==> src/rtl/axi_master_pkg.sv <==
// Shared constants and types for the AXI4 burst master.
// Holds response codes, the FSM state type and the SIZE helper.
package axi_master_pkg;

  localparam logic [1:0] BURST_INCR  = 2'b01;
  localparam logic [1:0] RESP_OKAY   = 2'b00;
  localparam logic [1:0] RESP_EXOKAY = 2'b01;
  localparam logic [1:0] RESP_SLVERR = 2'b10;
  localparam logic [1:0] RESP_DECERR = 2'b11;

  typedef enum logic [2:0] {
    S_IDLE,
    S_AR,
    S_R,
    S_AW,
    S_W,
    S_B,
    S_DONE
  } state_t;

  function automatic logic [2:0] size_from_bytes(input int unsigned bytes);
    logic [2:0] s;
    s = '0;
    for (int i = 0; i < 8; i++)
      if (bytes == (32'd1 << i)) s = 3'(i);
    return s;
  endfunction

endpackage

==> src/rtl/axi_beat_counter.sv <==
// Beat counter shared by the read and write data paths.
// One bit wider than len so a full 2^LEN_W burst never wraps.
module axi_beat_counter #(
  parameter int LEN_W = 4
) (
  input  logic             clk,
  input  logic             rst,
  input  logic             clr,
  input  logic             inc,
  input  logic [LEN_W-1:0] len,
  output logic             is_last
);

  logic [LEN_W:0] cnt;

  always_ff @(posedge clk) begin
    if (rst || clr) cnt <= '0;
    else if (inc)   cnt <= cnt + 1'b1;
  end

  assign is_last = (cnt == {1'b0, len});

endmodule

==> src/rtl/axi_burst_master.sv <==
// AXI4 INCR-burst master bridging one CPU memory port to the interconnect.
// Beats stream through combinationally; errors are folded into resp_err.
module axi_burst_master
  import axi_master_pkg::*;
#(
  parameter int ID_W      = 4,
  parameter int MASTER_ID = 0,
  parameter int ADDR_W    = 32,
  parameter int DATA_W    = 32,
  parameter int LEN_W     = 4,
  localparam int STRB_W   = DATA_W / 8
) (
  input  logic              clk,
  input  logic              rst,
  input  logic              req_valid,
  input  logic              req_write,
  input  logic [ADDR_W-1:0] req_addr,
  input  logic [LEN_W-1:0]  req_len,
  output logic              stall,
  output logic              done,
  output logic              resp_err,
  output logic              rbeat_valid,
  output logic [DATA_W-1:0] rbeat_data,
  input  logic              wbeat_valid,
  input  logic [DATA_W-1:0] wbeat_data,
  input  logic [STRB_W-1:0] wbeat_strb,
  output logic              wbeat_ready,
  output logic [ID_W-1:0]   ARID,
  output logic [ADDR_W-1:0] ARADDR,
  output logic [7:0]        ARLEN,
  output logic [2:0]        ARSIZE,
  output logic [1:0]        ARBURST,
  output logic              ARVALID,
  input  logic              ARREADY,
  input  logic [ID_W-1:0]   RID,
  input  logic [DATA_W-1:0] RDATA,
  input  logic [1:0]        RRESP,
  input  logic              RLAST,
  input  logic              RVALID,
  output logic              RREADY,
  output logic [ID_W-1:0]   AWID,
  output logic [ADDR_W-1:0] AWADDR,
  output logic [7:0]        AWLEN,
  output logic [2:0]        AWSIZE,
  output logic [1:0]        AWBURST,
  output logic              AWVALID,
  input  logic              AWREADY,
  output logic [DATA_W-1:0] WDATA,
  output logic [STRB_W-1:0] WSTRB,
  output logic              WLAST,
  output logic              WVALID,
  input  logic              WREADY,
  input  logic [ID_W-1:0]   BID,
  input  logic [1:0]        BRESP,
  input  logic              BVALID,
  output logic              BREADY
);

  localparam logic [ID_W-1:0] MID  = ID_W'(MASTER_ID);
  localparam logic [2:0]      SIZE = size_from_bytes(STRB_W);

  state_t state, nxt;

  logic [ADDR_W-1:0] addr_q;
  logic [LEN_W-1:0]  len_q;
  logic              err_q;
  logic              is_last;
  logic              r_beat;
  logic              w_beat;
  logic              err_set;

  assign r_beat = (state == S_R) && RVALID;
  assign w_beat = (state == S_W) && wbeat_valid && WREADY;

  axi_beat_counter #(.LEN_W(LEN_W)) u_cnt (
    .clk     (clk),
    .rst     (rst),
    .clr     ((state == S_IDLE) || (state == S_DONE)),
    .inc     (r_beat || w_beat),
    .len     (len_q),
    .is_last (is_last)
  );

  // RLAST must coincide exactly with the final counted beat
  always_comb begin
    err_set = 1'b0;
    if (r_beat)
      err_set = (RRESP != RESP_OKAY) || (RID != MID) ||
                (RLAST != is_last);
    else if ((state == S_B) && BVALID)
      err_set = (BRESP != RESP_OKAY) || (BID != MID);
  end

  always_ff @(posedge clk) begin
    if (rst) begin
      addr_q <= '0;
      len_q  <= '0;
      err_q  <= 1'b0;
    end else if ((state == S_IDLE) && req_valid) begin
      addr_q <= req_addr;
      len_q  <= req_len;
      err_q  <= 1'b0;
    end else if (err_set) begin
      err_q  <= 1'b1;
    end
  end

  always_ff @(posedge clk) begin
    if (rst) state <= S_IDLE;
    else     state <= nxt;
  end

  always_comb begin
    nxt = state;
    unique case (state)
      S_IDLE: if (req_valid) nxt = req_write ? S_AW : S_AR;
      S_AR:   if (ARREADY) nxt = S_R;
      S_R:    if (RVALID && (is_last || RLAST)) nxt = S_DONE;
      S_AW:   if (AWREADY) nxt = S_W;
      S_W:    if (w_beat && is_last) nxt = S_B;
      S_B:    if (BVALID) nxt = S_DONE;
      S_DONE: nxt = S_IDLE;
      default: nxt = S_IDLE;
    endcase
  end

  always_comb begin
    ARVALID     = 1'b0;
    RREADY      = 1'b0;
    AWVALID     = 1'b0;
    WVALID      = 1'b0;
    BREADY      = 1'b0;
    done        = 1'b0;
    resp_err    = 1'b0;
    rbeat_valid = 1'b0;
    stall       = 1'b1;
    unique case (state)
      S_IDLE: stall = req_valid;
      S_AR:   ARVALID = 1'b1;
      S_R: begin
        RREADY      = 1'b1;
        rbeat_valid = RVALID;
      end
      S_AW:   AWVALID = 1'b1;
      S_W:    WVALID = wbeat_valid;
      S_B:    BREADY = 1'b1;
      S_DONE: begin
        stall    = 1'b0;
        done     = 1'b1;
        resp_err = err_q;
      end
      default: stall = 1'b0;
    endcase
  end

  assign wbeat_ready = WVALID && WREADY;
  assign WLAST       = (state == S_W) && is_last;
  assign WDATA       = wbeat_data;
  assign WSTRB       = wbeat_strb;
  assign rbeat_data  = RDATA;

  assign ARID    = MID;
  assign ARADDR  = addr_q;
  assign ARLEN   = 8'(len_q);
  assign ARSIZE  = SIZE;
  assign ARBURST = BURST_INCR;
  assign AWID    = MID;
  assign AWADDR  = addr_q;
  assign AWLEN   = 8'(len_q);
  assign AWSIZE  = SIZE;
  assign AWBURST = BURST_INCR;

endmodule

==> config.mk <==
export PLATFORM = sky130hd
export DESIGN_NAME = axi_burst_master
export DESIGN_NICKNAME = d
export VERILOG_FILES = /design/src/rtl/axi_master_pkg.sv /design/src/rtl/axi_beat_counter.sv /design/src/rtl/axi_burst_master.sv
export SDC_FILE = /design/constraint.sdc
export NUM_CORES = 1
export LEC_CHECK = 0
export ABC_AREA = 0
export CAP_MARGIN = 20
export CORE_AREA = 4 4 116 118
export DETAILED_ROUTE_END_ITERATION = 10
export DIE_AREA = 0 0 120 122
export GPL_ROUTABILITY_DRIVEN = 0
export GPL_TIMING_DRIVEN = 1
export PLACE_DENSITY = 0.73
export SETUP_SLACK_MARGIN = 0.02
export SLEW_MARGIN = 5
export SYNTH_ARGS = -nofsm -noshare
export SYNTH_HDL_FRONTEND = slang
export SYNTH_SLANG_ARGS = --single-unit
==> constraint.sdc <==
create_clock -name clk -period 4.7 [get_ports clk]
set_input_delay 0.47 -clock clk [delete_from_list [all_inputs] [get_ports clk]]
set_output_delay 0.47 -clock clk [all_outputs]
set_load 0.03 [all_outputs]
==> flow_summary_export.csv <==
group,metric,value,unit
yosys,synthFlopType,"dfxtp_1",
grt,grt_max_degree,42,
timing,rsz0062_at_grt,"false",
critical_path,r2r_slack,2.30,ns
timing,hold_viol,0,
critical_path,cp-end-kind,"output port",
clocking,cts_tree,"done",
grt,grt_usage,9.79,%
critical_path,slowest_stage,"dfxtp_1",
critical_path,path_max_fanout,21,
clocking,root_buffer,"clkbuf_16",
yosys,synth-edff-count,0,
yosys,async_reset_ff_share,0,%
critical_path,r2r_start,"len_q[3]",
routing,wl_per_cell,13.0,um
yosys,synth-seq-cells,45,
critical_path,cp.depth,3,
critical_path,crit_path_max_incr_delay,0.79,ns
clocking,post_cts_buffers,0,
grt,grt_pass1_wl,11.3,mm
timing,finalCritPeriodShare,57.0,%
yosys,ys_types,34,
die,initial_core_util,23.4,%
critical_path,crit_type,"reg2out",
final_layout,drive_gt1_share,2.98,%
yosys,seq_area_frac_synth,30.9,%
routing,drc,0,
die,num_rows,41,
timing,finalCriticalPeriod,2.68,ns
critical_path,cp-start-kind,"flip-flop",
timing,setup_viol,0,
timing,setup_tns,0,ns
final_layout,fin_cells,575,
timing,drv_slew,0,
power_and_ir_drop,power_density,417,mW/mm2
clocking,ctsHtreeMaxLevel,2,
power_and_ir_drop,p_leak,1.34,nW
critical_path,crit_family,"flip-flops",
grt,antenna_found_initial,0,
outcome,status,"complete, no violations",
timing,clock_skew,0.00563,ns
final_layout,fin_nets,531,
critical_path,cp_num_buf_inv,1,
routing,first_pass_iters,4,
clocking,clk_latency,0.29,ns
routing,vias,2315,
clocking,clk_pin_slew,0.06,ns
power_and_ir_drop,vdd_ir_drop_max,0.165,mV
yosys,syn-instance-count,373,
clocking,numCtsBuffers,5,
final_layout,antenna_cells,0,
yosys,syn-cell-area,0.00292,mm2
timing,fmax,0.374,GHz
clocking,hold_buffers,0,
worst_hold_path,worst_hold_path_type,"reg2reg",
critical_path,cp.required,4.23,ns
timing,slew_headroom,43.8,%
job,drv_cap,0,
routing,vias_per_cell,4.03,
die,dieArea,0.0146,mm2
placed_design,io_buffers,141,
yosys,syn_area_per_cell,7.82,um2
routing,wl,7.46,mm
die,core,0.0125,mm2
clocking,clock_sinks,45,
final_layout,syn_to_final_growth,28.3,%
clocking,cts.path.max_buffers,2,
yosys,yosysWarnings,0,
grt,overflow,0,
die,ios,304,
critical_path,crit_chain,"nor3b_1 > and2_1 > clkdlybuf4s50_1",
routing,ant_nets,0,
grt,grt_pass1_vias,2169,
critical_path,reg2reg_to,"err_q",
die,die_h,122,um
worst_hold_path,min_from,"ARADDR[7]",
worst_hold_path,min_path_cells,2,
die,die_w,120,um
critical_path,reg2reg_depth,7,
routing,drt_iter0_markers,134,
worst_hold_path,min_to,"ARADDR[7]",
clocking,ctsResizeCount,0,
critical_path,arrival,2.21,ns
timing,tightest_slew,0.843,ns
placed_design,dp_cells,567,
placed_design,dpl.hpwl,5.66,mm
registers in the layout, indices dropped and copies added, names as in the netlist:
signal	cells
state	3
u_cnt.cnt	5
ARADDR	32
len_q	4
err_q	1
cell families (layout without fill, tap and decap cells):
family	count (synthesis)	in the layout	share of synthesized area [%]
adders and majority gates	2	2	0.857
muxes	2	2	0.686
AOI/OAI and AO/OA	54	54	10.5
buffers and inverters	149	155	37.2
DFF	45	45	30.9
and+or+nand+nor	110	110	16.9
xor gates and xnor gates	9	9	2.70
other	2	26	0.257
worst max path at each step:
stage | start | end | slack, ns
final | state[2] | resp_err | 2.02
after global routing | state[1] | resp_err | 1.91
after CTS | state[2] | resp_err | 2.00
after floorplan | state[0] | resp_err | 2.41
after global placement | req_valid | stall | 2.28
after detailed placement | req_valid | stall | 2.24
routing by layer:
layer	share of wire [%]	GRT usage [%]	vias to the layer above
met4	4.3	5.94	0
met5	0	0	-
li1	-	-	1099
met3	14	5.85	41
met1	36	10.7	1025
met2	45	14.5	150
cell type report:
type,count,area [um2]
clock inverters,3,46.3
clock buffers,5,125
flip-flops and latches,45,901
inverters,4,15.0
repair buffers,143,1420
fillers,1359,8720
well taps,172,215
multi-input cells,203,1020
synthesized netlist by cell type, types with 3 or more instances:
cell,n,area share (%)
buf_4,132,34
inv_1,4,0.51
nand3_1,3,0.51
dfxtp_1,45,31
clkbuf_1,8,1.0
nand2_1,78,10
a211oi_1,7,1.8
and2_1,3,0.64
nor3b_1,3,0.77
xnor2_1,7,2.1
nor2_1,11,1.4
buf_6,4,1.5
a21oi_1,39,6.7
layout by cell type (no fill, tap or decap), drive strengths merged:
cell | netlist | layout
clkdlybuf4s50 | 0 | 140
a21oi | 39 | 39
a32o | 1 | 1
nor2b | 2 | 2
o31ai | 1 | 1
nor4 | 2 | 2
nand3b | 2 | 2
ha | 2 | 2
buf | 137 | 3
a22oi | 1 | 1
inv | 4 | 4
nor4b | 1 | 1
nand4b | 1 | 1
a31oi | 1 | 1
clkinv | 0 | 1
o21ai | 1 | 1
o22ai | 1 | 1
nand2 | 78 | 78
nor2 | 11 | 11
clkbuf | 8 | 5
clkinvlp | 0 | 1
nor3b | 3 | 3
o41ai | 2 | 2
or3b | 1 | 1
nand3 | 3 | 3
a211oi | 7 | 7
or4 | 1 | 1
and2 | 3 | 3
bufinv | 0 | 1
xor2 | 2 | 2
dfxtp | 45 | 45
and3 | 1 | 1
conb | 2 | 26
or3 | 1 | 1
xnor2 | 7 | 7
mux2i | 2 | 2
power by group:
part	leakage, nW	internal, W	switching (W)	total [W]
Clock	0.0800	0.000252	0.000153	0.000404
Sequential	0.368	0.000432	0.0000609	0.000493
Combinational	0.897	0.000268	0.000397	0.000665
Total	1.34	0.000952	0.000611	0.00156
per-stage QoR:
step / setup WS, ns / cell area (um2) / power [W] / hold slack (ns) / util, %
after floorplan: 2.41 / 3010 / 0.00108 / 0.500 / -
after global placement: 2.28 / 3570 / 0.00116 / 0.454 / 28.7
after detailed placement: 2.24 / 3570 / 0.00117 / 0.462 / 28.7
after CTS: 2.00 / 3740 / 0.00160 / 0.472 / 30.0
after global routing: 1.91 / 3740 / 0.00166 / 0.492 / 30.0
final: 2.02 / 3740 / 0.00156 / 0.468 / 30.0
worst reg2reg max path, cell delays in order (launching register included):
cell and delay, ns:
dfxtp_1 0.40, xnor2_1 0.14, nand3_1 0.13, or3_1 0.40, ha_1 0.28, or4_1 0.40
o41ai_1 0.36, a211oi_1 0.13
No activity file was read; power rests on OpenSTA's default activity.
